==> config.mk <==
export PLATFORM = sky130hd
export DESIGN_NAME = cpu_control_mc
export DESIGN_NICKNAME = d
export VERILOG_FILES = /design/src/rtl/cpu_control_mc.sv
export SDC_FILE = /design/constraint.sdc
export NUM_CORES = 1
export LEC_CHECK = 0
export BUFFER_PORTS_ARGS = -buffer_cell sky130_fd_sc_hd__buf_2
export CAP_MARGIN = 30
export CORE_ASPECT_RATIO = 0.7
export CORE_MARGIN = 3
export CORE_UTILIZATION = 30
export DETAILED_ROUTE_END_ITERATION = 8
export GPL_TIMING_DRIVEN = 0
export PLACE_DENSITY = 0.57
export SETUP_SLACK_MARGIN = 0.02
export SLEW_MARGIN = 0
export SYNTH_ARGS = -nofsm -noshare
export SYNTH_HDL_FRONTEND = slang
export SYNTH_SLANG_ARGS = --single-unit
==> constraint.sdc <==
create_clock -name clk -period 3.7 [get_ports clk]
set_input_delay 0.555 -clock clk [delete_from_list [all_inputs] [get_ports clk]]
set_output_delay 0.555 -clock clk [all_outputs]
set_load 0.02 [all_outputs]
==> src/rtl/cpu_control_mc.sv <==
// Multi-cycle control unit for a small LEGv8-style datapath: sequences FETCH/DECODE/EXEC/MEM/WB,
// handles memory handshakes with a timeout, and reports halt/fault status and retired instructions.
module cpu_control_mc #(
  parameter int CNT_W       = 16,
  parameter int MEM_TIMEOUT = 16
) (
  input  logic             clk,
  input  logic             reset,
  input  logic [10:0]      inst31_21,
  input  logic             mem_ready,
  input  logic             zero,
  output logic             InstRead,
  output logic             IRWrite,
  output logic             PCWrite,
  output logic             Reg2Loc,
  output logic             MemRead,
  output logic             MemWrite,
  output logic             MemtoReg,
  output logic             RegWrite,
  output logic             PCSrc,
  output logic [1:0]       ALUOp,
  output logic [1:0]       ALUSrc,
  output logic [2:0]       state,
  output logic             halted,
  output logic             fault,
  output logic [1:0]       fault_code,
  output logic [CNT_W-1:0] retired
);

  typedef enum logic [2:0] {
    S_FETCH  = 3'd0,
    S_DECODE = 3'd1,
    S_EXEC   = 3'd2,
    S_MEM    = 3'd3,
    S_WB     = 3'd4,
    S_HALT   = 3'd5,
    S_FAULT  = 3'd6,
    S_UNUSED = 3'd7
  } state_t;

  typedef enum logic [3:0] {
    OP_LDUR, OP_STUR, OP_RTYPE, OP_ADDI, OP_CBZ, OP_CBNZ, OP_B, OP_HALT, OP_ILL
  } opclass_t;

  localparam logic [7:0] LP_WAIT_LAST = 8'(MEM_TIMEOUT - 1);

  state_t           r_state;
  state_t           w_next;
  opclass_t         w_class;
  logic [10:0]      r_opcode;
  logic [7:0]       r_wait;
  logic [1:0]       r_fault_code;
  logic [1:0]       w_fault_code_next;
  logic [CNT_W-1:0] r_retired;
  logic             w_load_op;
  logic             w_wait_inc;
  logic             w_timeout;
  logic             w_retire;

  always_comb begin
    w_class = OP_ILL;
    if (r_opcode == 11'b11111000010) w_class = OP_LDUR;
    else if (r_opcode == 11'b11111000000) w_class = OP_STUR;
    else if (r_opcode == 11'b10001011000 || r_opcode == 11'b11001011000 ||
             r_opcode == 11'b10001010000 || r_opcode == 11'b10101010000) w_class = OP_RTYPE;
    else if (r_opcode[10:1] == 10'b1001000100) w_class = OP_ADDI;
    else if (r_opcode[10:3] == 8'b10110100) w_class = OP_CBZ;
    else if (r_opcode[10:3] == 8'b10110101) w_class = OP_CBNZ;
    else if (r_opcode[10:5] == 6'b000101) w_class = OP_B;
    else if (r_opcode == 11'b11111111111) w_class = OP_HALT;
  end

  // The timeout fires on the MEM_TIMEOUT-th consecutive waiting cycle; a ready in that cycle still wins.
  assign w_timeout = (r_wait == LP_WAIT_LAST);

  always_comb begin
    w_next            = r_state;
    w_fault_code_next = r_fault_code;
    w_load_op         = 1'b0;
    w_wait_inc        = 1'b0;
    InstRead = 1'b0; IRWrite  = 1'b0; PCWrite  = 1'b0; Reg2Loc  = 1'b0;
    MemRead  = 1'b0; MemWrite = 1'b0; MemtoReg = 1'b0; RegWrite = 1'b0;
    PCSrc    = 1'b0; ALUOp    = 2'b00; ALUSrc  = 2'b00;
    case (r_state)
      S_FETCH: begin
        InstRead = 1'b1;
        if (mem_ready) begin
          IRWrite   = 1'b1;
          PCWrite   = 1'b1;
          w_load_op = 1'b1;
          w_next    = S_DECODE;
        end else if (w_timeout) begin
          w_next            = S_FAULT;
          w_fault_code_next = 2'd2;
        end else begin
          w_wait_inc = 1'b1;
        end
      end
      S_DECODE: begin
        case (w_class)
          OP_ILL: begin
            w_next            = S_FAULT;
            w_fault_code_next = 2'd1;
          end
          OP_HALT: w_next = S_HALT;
          OP_B: begin
            PCWrite = 1'b1;
            PCSrc   = 1'b1;
            w_next  = S_FETCH;
          end
          default: w_next = S_EXEC;
        endcase
      end
      S_EXEC: begin
        case (w_class)
          OP_LDUR, OP_STUR: begin
            ALUSrc  = 2'b01;
            Reg2Loc = (w_class == OP_STUR);
            w_next  = S_MEM;
          end
          OP_RTYPE: begin
            ALUOp  = 2'b10;
            w_next = S_WB;
          end
          OP_ADDI: begin
            ALUOp  = 2'b10;
            ALUSrc = 2'b10;
            w_next = S_WB;
          end
          OP_CBZ, OP_CBNZ: begin
            ALUOp   = 2'b01;
            Reg2Loc = 1'b1;
            if ((w_class == OP_CBZ) == zero) begin
              PCWrite = 1'b1;
              PCSrc   = 1'b1;
            end
            w_next = S_FETCH;
          end
          default: begin
            w_next            = S_FAULT;
            w_fault_code_next = 2'd1;
          end
        endcase
      end
      S_MEM: begin
        // Address operands stay selected while the memory access is outstanding.
        ALUSrc   = 2'b01;
        MemRead  = (w_class == OP_LDUR);
        MemWrite = (w_class != OP_LDUR);
        if (mem_ready) begin
          w_next = (w_class == OP_LDUR) ? S_WB : S_FETCH;
        end else if (w_timeout) begin
          w_next            = S_FAULT;
          w_fault_code_next = 2'd2;
        end else begin
          w_wait_inc = 1'b1;
        end
      end
      S_WB: begin
        RegWrite = 1'b1;
        MemtoReg = (w_class == OP_LDUR);
        w_next   = S_FETCH;
      end
      S_HALT, S_FAULT: w_next = r_state;
      default: begin
        w_next            = S_FAULT;
        w_fault_code_next = 2'd1;
      end
    endcase
    if (reset) begin
      InstRead = 1'b0; IRWrite  = 1'b0; PCWrite  = 1'b0; Reg2Loc  = 1'b0;
      MemRead  = 1'b0; MemWrite = 1'b0; MemtoReg = 1'b0; RegWrite = 1'b0;
      PCSrc    = 1'b0; ALUOp    = 2'b00; ALUSrc  = 2'b00;
    end
  end

  assign w_retire = ((w_next == S_FETCH) && (r_state inside {S_DECODE, S_EXEC, S_MEM, S_WB})) ||
                    ((w_next == S_HALT) && (r_state != S_HALT));

  always_ff @(posedge clk) begin
    if (reset) begin
      r_state      <= S_FETCH;
      r_opcode     <= 11'd0;
      r_wait       <= 8'd0;
      r_fault_code <= 2'd0;
      r_retired    <= '0;
    end else begin
      r_state      <= w_next;
      r_fault_code <= w_fault_code_next;
      if (w_load_op) r_opcode <= inst31_21;
      if (w_next != r_state) r_wait <= 8'd0;
      else if (w_wait_inc) r_wait <= r_wait + 8'd1;
      if (w_retire) r_retired <= r_retired + CNT_W'(1);
    end
  end

  assign state      = r_state;
  assign halted     = (r_state == S_HALT);
  assign fault      = (r_state == S_FAULT);
  assign fault_code = r_fault_code;
  assign retired    = r_retired;

endmodule

==> summary.md, run 1 <==
| Metric | Value |
|---|---|
| Status | completed |
| R2R Setup Slk | 990 ps |
| Minimum clock period after layout | 2860 ps |
| Number of filler instances in the final layout | 830 |
| Global route total overflow | 0 |
| Post-synthesis cell area | 2484 µm² |
| Count of cell instances traversed by the critical path | 7 |
| H-tree Lvls | 2 |
| Critical path class | reg -> out |
| Clock tree from TritonCTS | yes |
| Category of the worst setup path launch point | flip-flop |
| Via count | 2693 |
| 1st-iter DRT viols | 150 |
| Final setup violation count | 0 |
| Per-instance average area after synthesis | 7.713 µm² |
| Worst clock skew | 3.493 ps |
| Height of the chip | 82.13 µm |
| Total power per unit cell area | 473.1 nW/µm² |
| Number of maximum-capacitance violations | 0 |
| Synthesis-to-finish area growth | 20.96% |
| Share of synthesized registers carrying an async set or reset | 0% |
| EDFF count, synth | 0 |
| Die footprint | 9424 µm² |
| Total CTS buffers | 5 |
| Bufs on Longest Clock Path | 2 |
| Endpoints failing hold | 0 |
| Row Count | 27 |
| Clk sink count | 40 |
| Post-route DRC violation count | 0 |
| Count of buffers inserted at the top-level ports | 49 |
| Post-synth net total | 339 |
| Fin crit share | 77.30% |
| Final standard cell area without fillers | 3004 µm² |
| Area post-placement | 2860 µm² |
| Max Freq | 0.3497 GHz |
| Clk Latency, worst-skew pair | 290 ps |
| Number of buffers added to fix hold violations after cts | 0 |
| Family with the most delay on the worst path | simple AND/OR/NAND/NOR gates |
| Unique cell type count in the Yosys netlist | 60 |
| # nets final | 396 |
| Count of instances resized after the clock tree is built | 0 |
| Required time at the worst-slack endpoint | 3140 ps |
| IO Count | 51 |
| All-layer global routing usage | 15.44% |
| Sequential area share after synthesis | 32.24% |
| First-pass GRT wire length | 11720 µm |
| Estimated wirelength of the detail-placed design | 5418 µm |
| Diodes inserted | 0 |
| Total detailed-routing wirelength | 7310 µm |
| Largest incremental delay on the critical path | 450 ps |
| TritonRoute pass-1 iters | 5 |
| Pins Over Slew Limit | 0 |
| Slew Limit Headroom | 53.77% |
| Min-delay worst type | reg -> reg |
| GPL Wtd Cong | 0.8712 |
| Library cell contributing the largest single delay on the critical path | or3b_1 |
| Total negative slack for setup checks | 0 ps |
| Number of buffer and inverter instances along the worst setup path | 1 |
| Pin count of the biggest net entering global routing | 14 |
| Via count of the first global-routing pass | 2302 |
| Gate Count Post-Synth | 322 |
| RSZ-0062 raised after global routing | no |
| Highest net fanout along the worst path | 7 |
| Worst-case setup slack after placement | 1120 ps |
| #FFs+latches synth | 40 |
| Signal arrival time at the worst endpoint | 2300 ps |
| Sequence of cells on the critical path | or3b_1 -> or2_2 -> a21oi_1 -> o21ai_0 -> a31oi_1 -> o21bai_1 -> buf_2 |
| Clock transition at path regs | 60 ps |
| Clk Tree Root Cell | clkbuf_16 |
| Slew at the pin with the worst max-slew slack | 693.5 ps |
| WHS Path Cells | 2 |
| P_leak | 1.197 nW |
| Antenna violations before repair | 0 |
| Initial core utilization | 31.28% |
| Die Wd | 114.8 µm |
| Fraction of layout cells with a size suffix above 1 | 20.00% |
| Reg2reg path depth | 9 |
| Core area | 7939 µm² |
| Total setup buffers inserted after CTS | 0 |
| Synth warnings | 0 |
| Critical Path Sink Type | primary output |
| Post-route setup slack | 840.1 ps |
| Post-detailed-route wirelength per cell | 15.20 µm |
| Average via count per standard cell | 5.599 |
| Post-synth top flop | dfxtp_1 |
| Max IR drop VDD | 0.1934 mV |
| Remaining number of nets flagged by the antenna check after routing | 0 |
## through the flow
step	power [mW]	utilization, %	instances	hold WS, ps
finish	1.421	37.84	481	492.9
global route	1.510	37.84	481	503.8
CTS	1.432	37.84	481	490.4
detailed placement	0.9910	36.03	473	470.7
global placement	0.9870	35.97	472	469.9
floorplan	0.8472	-	322	457.9
## placed cells by master, fill, tap and decap left out, types with 7 or more instances in the layout
master    count
and3_1        8
nor3_1       20
buf_2        55
nand3_1      14
dfxtp_1      40
inv_1         7
a21oi_1      33
nor2_1       20
o31ai_1      14
nand2_1      38
or4_1        14
o21ai_0       7
nand4_1       7
and4_1        7
clkbuf_1     13
## cell type report
cell class	instances	area (µm²)	share of cell area [%]
Multi-Input combinational cell	253	1556	51.81
Sequential cell	40	800.8	26.66
Timing Repair Buffer	50	250.2	8.330
Tap cell	101	126.4	4.207
Clock buffer	5	125.1	4.165
Buffer	22	100.1	3.332
Inverter	7	26.28	0.8746
Clock inverter	3	18.77	0.6247
## per-layer routing
metal | GRT usage, % | wire length (µm)
met5 | 0 | 0
met4 | 3.517 | 50
met3 | 4.807 | 748
met2 | 21.49 | 2918
met1 | 22.98 | 3592
## worst min-delay path: stages (launching register included)
cell,delay (ps)
dfxtp_1,320
o31ai_1,70
a21oi_1,60
## kinds of logic after synthesis
kind of cell	Yosys count	share of synthesized area (%)
DFF	40	32.24
and+or+nand+nor	158	35.97
adders and majority gates	2	1.007
AOI/OAI and AO/OA	81	21.16
xor gates and xnor gates	8	2.821
buffers and inverters	29	5.089
muxes	4	1.713
## sequential cells by signal, summed over array words and instances, names as in the netlist
name	flops
retired	16
state	3
fault_code	2
r_opcode	11
r_wait	8
## synthesized netlist by cell type (3+ instances only)
library cell | count | area (µm²)
dfxtp_1 | 40 | 800.8
nand2_1 | 38 | 142.6
a21oi_1 | 33 | 165.2
nor2_1 | 20 | 75.07
nor3_1 | 20 | 100.1
nand3_1 | 14 | 70.07
o31ai_1 | 14 | 105.1
or4_1 | 14 | 105.1
clkbuf_1 | 13 | 48.80
and3_1 | 8 | 50.05
and4_1 | 7 | 61.31
inv_1 | 7 | 26.28
nand4_1 | 7 | 43.79
o21ai_0 | 7 | 35.03
nor2b_1 | 6 | 37.54
buf_2 | 5 | 25.02
xor2_1 | 5 | 43.79
and2_1 | 4 | 25.02
o21ai_1 | 4 | 20.02
o211a_1 | 3 | 30.03
or3_1 | 3 | 18.77
xnor2_1 | 3 | 26.28
## worst paths after layout
| kind | endpoint | start |
|---|---|---|
| worst min register to register | retired[15] | retired[15] |
| worst max register to register | retired[10] | state[0] |
| worst min-delay path | retired[15] | retired[15] |
| worst max-delay path | PCWrite | r_opcode[10] |
## report_power, final
part / internal [mW] / switching, mW / leakage (nW) / total, mW
Clock: 0.249 / 0.184 / 0.0736 / 0.432
Combinational: 0.162 / 0.317 / 0.799 / 0.479
Sequential: 0.466 / 0.0437 / 0.325 / 0.510
Total: 0.876 / 0.545 / 1.20 / 1.42
Note: power is estimated with default switching activity, not from simulation.
==> inputs of run 2 (changes only) <==
==> constraint.sdc (replaced) <==
create_clock -name clk -period 2.94 [get_ports clk]
set_input_delay 0.441 -clock clk [delete_from_list [all_inputs] [get_ports clk]]
set_output_delay 0.441 -clock clk [all_outputs]
set_load 0.02 [all_outputs]
==> run 2 against run 1 <==
Effect of this change:
- via count down 0.19%
- combinational power up 27%
- global-route usage unchanged
- wire length about the same
- core utilization up 0.063 points
- clock power up 26%
- non-clock buffer count unchanged
- cell count unchanged
- clock skew up 0.79 ps
- flip-flop and latch count unchanged
==> summary.md, run 2 (same netlist as run 1, synthesis figures left out) <==
| Metric | Value |
|---|---|
| Status | completed |
| Final standard cell area without fillers | 3009 µm² |
| Dpl cells | 473 |
| 1st-iter DRT viols | 149 |
| Most frequent cells in the layout | buf_2, dfxtp_1, nand2_1 |
| Category of the worst setup path launch point | flip-flop |
| Sum of internal, switching and leakage power | 1.793 mW |
| Pin count of the biggest net entering global routing | 14 |
| Minimum clock period after layout | 2671 ps |
| Remaining number of nets flagged by the antenna check after routing | 0 |
| Core area | 7939 µm² |
| Worst-case setup slack after placement | 360.0 ps |
| Min-delay worst type | in -> reg |
| Initial core utilization | 31.28% |
| Met3 usage | 4.807% |
| # nets final | 396 |
| TritonRoute pass-1 iters | 5 |
| Critical path class | reg -> out |
| Number of buffers added to fix hold violations after cts | 0 |
| Average via count per standard cell | 5.588 |
| Die footprint | 9424 µm² |
| Pins Over Slew Limit | 0 |
| Total power per unit cell area | 595.7 nW/µm² |
| RSZ-0062 raised after global routing | no |
| Slew Limit Headroom | 53.77% |
| Post-route setup slack | 269.4 ps |
| Max IR drop VDD | 0.2439 mV |
| Worst hold slack | 388.7 ps |
| P_leak | 1.200 nW |
| Via count | 2688 |
| H-tree Lvls | 2 |
| Fin crit share | 90.84% |
| Required time at the worst-slack endpoint | 2500 ps |
| Hold wc startpoint | inst31_21[3] |
| Post-Layout Cell Count | 481 |
| Final cell utilization of the core | 37.90% |
| WHS Path Cells | 3 |
| Max Freq | 0.3745 GHz |
| Highest net fanout along the worst path | 7 |
| Number of filler instances in the final layout | 829 |
| Height of the chip | 82.13 µm |
| Via count of the first global-routing pass | 2302 |
| GPL Wtd Cong | 0.8712 |
| Post-detailed-route wirelength per cell | 15.21 µm |
| Clk Latency, worst-skew pair | 290 ps |
| Area post-placement | 2860 µm² |
| Diodes inserted | 0 |
| Largest register FFs | 16 |
| Total detailed-routing wirelength | 7316 µm |
| Critical Path Sink Type | primary output |
| Clk Tree Root Cell | clkbuf_16 |
| First-pass GRT wire length | 11720 µm |
| Synthesis-to-finish area growth | 21.16% |
| Total setup buffers inserted after CTS | 0 |
| Fraction of layout cells with a size suffix above 1 | 20.53% |
| Total negative slack for setup checks | 0 ps |
| Signal arrival time at the worst endpoint | 2230 ps |
| Endpoints failing hold | 0 |
| Number of maximum-capacitance violations | 0 |
| Clock tree from TritonCTS | yes |
| Count of buffers inserted at the top-level ports | 49 |
| FF-to-FF End | retired[1] |
| Worst clock skew | 4.278 ps |
| Post-route DRC violation count | 0 |
| Leading cell type in the layout, fill and taps excluded | buf_2 |
| Final setup violation count | 0 |
| Met2 GRT Util | 21.49% |
| Reg2reg start | state[0] |
| Estimated wirelength of the detail-placed design | 5418 µm |
| Bufs on Longest Clock Path | 2 |
| Met1 track utilization from global routing | 22.98% |
| Reg2reg path depth | 9 |
| Die Wd | 114.8 µm |
| Global route total overflow | 0 |
| Clock transition at path regs | 60 ps |
| R2R Setup Slk | 310 ps |
| Total CTS buffers | 5 |
| Clk sink count | 40 |
| IO Count | 51 |
| Slew at the pin with the worst max-slew slack | 693.4 ps |
| Highest-utilization routing layer at the global route stage | met1 |
| Antenna violations before repair | 0 |
| All-layer global routing usage | 15.44% |
| Destination of the worst hold path | r_opcode[3] |
| Row Count | 27 |
-- run 2: report_power, final --
group | internal [mW] | leakage [nW] | total (mW) | switching, mW
Combinational | 0.205 | 0.801 | 0.607 | 0.402
Sequential | 0.586 | 0.325 | 0.642 | 0.0553
Clock | 0.313 | 0.0736 | 0.544 | 0.231
-- run 2: worst max-delay path by stage --
stage                      start           to  slack, ps  cells past startpoint
detailed placement      state[0]  retired[14]        360                      9
finish              r_opcode[10]      PCWrite        270                      7
global route         r_opcode[1]      PCWrite         30                      7
global placement        state[0]  retired[10]        400                      9
floorplan           r_opcode[10]      PCWrite        660                      6
CTS                 r_opcode[10]      PCWrite        180                      7
-- run 2: critical path, cell delays in order, from the launching register on --
cell      delay [ps]
dfxtp_1          410
or3b_1           450
or2_2            320
a21oi_2          150
o21ai_0           90
a31oi_1          260
o21bai_1          90
buf_2            160
-- run 2: area by class of cell --
| type | count | area (µm²) | area share (%) |
|---|---|---|---|
| Multi-Input combinational cell | 253 | 1560 | 51.85 |
| Sequential cell | 40 | 800.8 | 26.61 |
| Timing Repair Buffer | 50 | 250.2 | 8.316 |
| Tap cell | 101 | 126.4 | 4.200 |
| Clock buffer | 5 | 125.1 | 4.158 |
| Buffer | 22 | 101.3 | 3.368 |
| Inverter | 7 | 26.28 | 0.8732 |
| Clock inverter | 3 | 18.77 | 0.6237 |
-- run 2: what timing repair did --
item                                    CTS  global route
hold endpoints to repair                  0             0
resized for setup                         0             2
endpoints found under the setup margin    0             3
-- run 2: routing by layer --
layer  share of wire [%]  vias up  wire length [µm]
met3                  10        6               761
met1                  50     1231              3622
li1                    -     1319                 -
met4                0.68        0                50
met5                   0        -                 0
met2                  39      132              2881
==> inputs of run 3 (changes only) <==
--- a/config.mk
+++ b/config.mk
@@ -10,6 +10,7 @@
 export CORE_ASPECT_RATIO = 0.7
 export CORE_MARGIN = 3
 export CORE_UTILIZATION = 30
+export CTS_BUF_LIST = sky130_fd_sc_hd__clkbuf_8
 export DETAILED_ROUTE_END_ITERATION = 8
 export GPL_TIMING_DRIVEN = 0
 export PLACE_DENSITY = 0.57
==> constraint.sdc (replaced) <==
create_clock -name clk -period 2.94 [get_ports clk]
set_input_delay 0.147 -clock clk [delete_from_list [all_inputs] [get_ports clk]]
set_output_delay 0.147 -clock clk [all_outputs]
set_load 0.02 [all_outputs]
==> run 3 against run 2 <==
Effect of this change:
- clock-buffer cell count is the same
- clock skew rose by 1.3 ps
- maximum frequency up 3.4%
- design area is 2.0% lower
- critical path depth up 2
- global-route usage is the same
- core utilization fell by 0.76 points
- clock power fell by 30%
- sequential power hardly changed
- via count is 0.74% lower
- power down 9.4%
- flip-flop and latch count stayed put
==> summary.md, run 3 (same netlist as run 1, synthesis figures left out) <==
| Metric | Value |
|---|---|
| Status | completed |
| Clock tree from TritonCTS | yes |
| Proportion of power drawn by flip-flops and latches | 39.5% |
| Estimated wirelength of the detail-placed design | 5418 µm |
| Library cell contributing the largest single delay on the critical path | nor3b_1 |
| Total power per unit cell area | 550.5 nW/µm² |
| Total CTS buffers | 5 |
| GPL Wtd Cong | 0.8712 |
| Height of the chip | 82.13 µm |
| Category of the worst setup path launch point | flip-flop |
| Critical Path Sink Type | flip-flop |
| Sequence of cells on the critical path | clkbuf_1 -> nor3b_1 -> a21bo_2 -> a21o_1 -> o211ai_1 -> buf_2 -> buf_2 -> o31ai_1 -> a21oi_1 |
| Number of filler instances in the final layout | 838 |
| Share of total power in combinational logic | 37.1% |
| Max IR drop VDD | 0.2027 mV |
| Switching power of the nets | 0.6668 mW |
| Worst hold slack | 71.35 ps |
| Via count of the first global-routing pass | 2308 |
| Largest register FFs | 16 |
| Post-route DRC violation count | 0 |
| Critical path class | reg -> reg |
| Slew Limit Headroom | 53.19% |
| Fin crit share | 87.89% |
| Global route total overflow | 0 |
| Final setup violation count | 0 |
| Required time at the worst-slack endpoint | 3180 ps |
| Worst-case setup slack after placement | 360.0 ps |
| Pins Over Slew Limit | 0 |
| Worst clock skew | 5.619 ps |
| Count of buffers inserted at the top-level ports | 49 |
| IO Count | 51 |
| Die Wd | 114.8 µm |
| Synthesis-to-finish area growth | 18.74% |
| Signal arrival time at the worst endpoint | 2820 ps |
| All-layer global routing usage | 15.44% |
| Minimum clock period after layout | 2584 ps |
| Clock transition at path regs | 90 ps |
| Via count | 2668 |
| Diodes inserted | 0 |
| Initial core utilization | 31.28% |
| Power share of the clock group | 23.4% |
| Total negative slack for setup checks | 0 ps |
| Post-detailed-route wirelength per cell | 15.24 µm |
| Average via count per standard cell | 5.547 |
| Clk sink count | 40 |
| Sum of internal, switching and leakage power | 1.623 mW |
| Leading cell type in the layout, fill and taps excluded | buf_2 |
| Row Count | 27 |
| RSZ-0062 raised after global routing | no |
| Post-route setup slack | 356.1 ps |
| Fraction of layout cells with a size suffix above 1 | 20.26% |
| Antenna violations before repair | 0 |
| Slew at the pin with the worst max-slew slack | 702.2 ps |
| Internal power contribution | 0.9566 mW |
| Switching portion of total power | 41.08% |
| Largest incremental delay on the critical path | 360 ps |
| TritonRoute pass-1 iters | 6 |
| P_leak | 1.174 nW |
| Core area | 7939 µm² |
| Die footprint | 9424 µm² |
| Number of maximum-capacitance violations | 0 |
| Endpoints failing hold | 0 |
| Bufs on Longest Clock Path | 2 |
| Most frequent cells in the layout | buf_2, dfxtp_1, nand2_1 |
| Clk Latency, worst-skew pair | 300 ps |
| Remaining number of nets flagged by the antenna check after routing | 0 |
| 1st-iter DRT viols | 137 |
| Total detailed-routing wirelength | 7331 µm |
| First-pass GRT wire length | 11720 µm |
| Highest net fanout along the worst path | 10 |
| Clk Tree Root Cell | clkbuf_8 |
| H-tree Lvls | 2 |
| # nets final | 396 |
| Min-delay worst type | in -> reg |
| Most frequent CP cell | buf_2 |
| Area post-placement | 2860 µm² |
| Final standard cell area without fillers | 2949 µm² |
| Pin count of the biggest net entering global routing | 14 |
| Max Freq | 0.3870 GHz |
==> run 3: per-layer routing <==
layer  track usage (%)  vias to the layer above  share of wire [%]
met5                 0                        -                  0
met4             3.517                        0               0.78
met3             4.661                        6                 11
met2             21.54                      119                 40
met1             23.02                     1233                 49
li1                  -                     1310                  -
==> run 3: final cells by class <==
class | instances | area (µm²) | area share, %
clock buffers | 5 | 68.82 | 2.333
flip-flops and latches | 40 | 800.8 | 27.15
inverters | 7 | 26.28 | 0.8910
clock inverters | 3 | 18.77 | 0.6364
multi-input cells | 253 | 1556 | 52.78
repair buffers | 50 | 250.2 | 8.485
plain buffers | 22 | 101.3 | 3.437
well taps | 101 | 126.4 | 4.285
==> run 3: critical path, delay by kind of cell, from the launching register on <==
kind / cells / cell delay (ps)
simple gates: 1 / 360
compound gates: 5 / 990
flops: 1 / 330
buf+inv: 3 / 820
==> run 3: repair_timing <==
| item | 4_1_cts | 5_1_grt |
|---|---|---|
| setup buffers | 0 | 0 |
| hold buffers | 0 | 0 |
| setup endpoints to repair | 0 | 2 |
| resized for setup | 0 | 1 |
==> run 3: worst paths after layout <==
check / slack [ps] / endpoint / start / depth (start not counted)
setup / recovery: 360 / retired[10] / state[0] / 9
hold / removal: 70 / r_opcode[3] / inst31_21[3] / 3
setup reg to reg: 360 / retired[10] / state[0] / 9
hold reg to reg: 490 / retired[15] / retired[15] / 2
==> run 3: power by group through the flow <==
| stage | Sequential (mW) | Clock [mW] | Combinational [mW] |
|---|---|---|---|
| after floorplan | 0.665 | 0 | 0.401 |
| after CTS | 0.641 | 0.398 | 0.599 |
| after global routing | 0.650 | 0.426 | 0.662 |
| after global placement | 0.652 | 0 | 0.591 |
| final | 0.641 | 0.379 | 0.603 |
| after detailed placement | 0.654 | 0 | 0.593 |
==> run 3: metrics by stage <==
stage | utilization (%) | std cells
3_5_place_dp | 36.03 | 473
4_1_cts | 37.13 | 481
2_1_floorplan | - | 322
6_report | 37.15 | 481
3_3_place_gp | 35.97 | 472
5_1_grt | 37.15 | 481
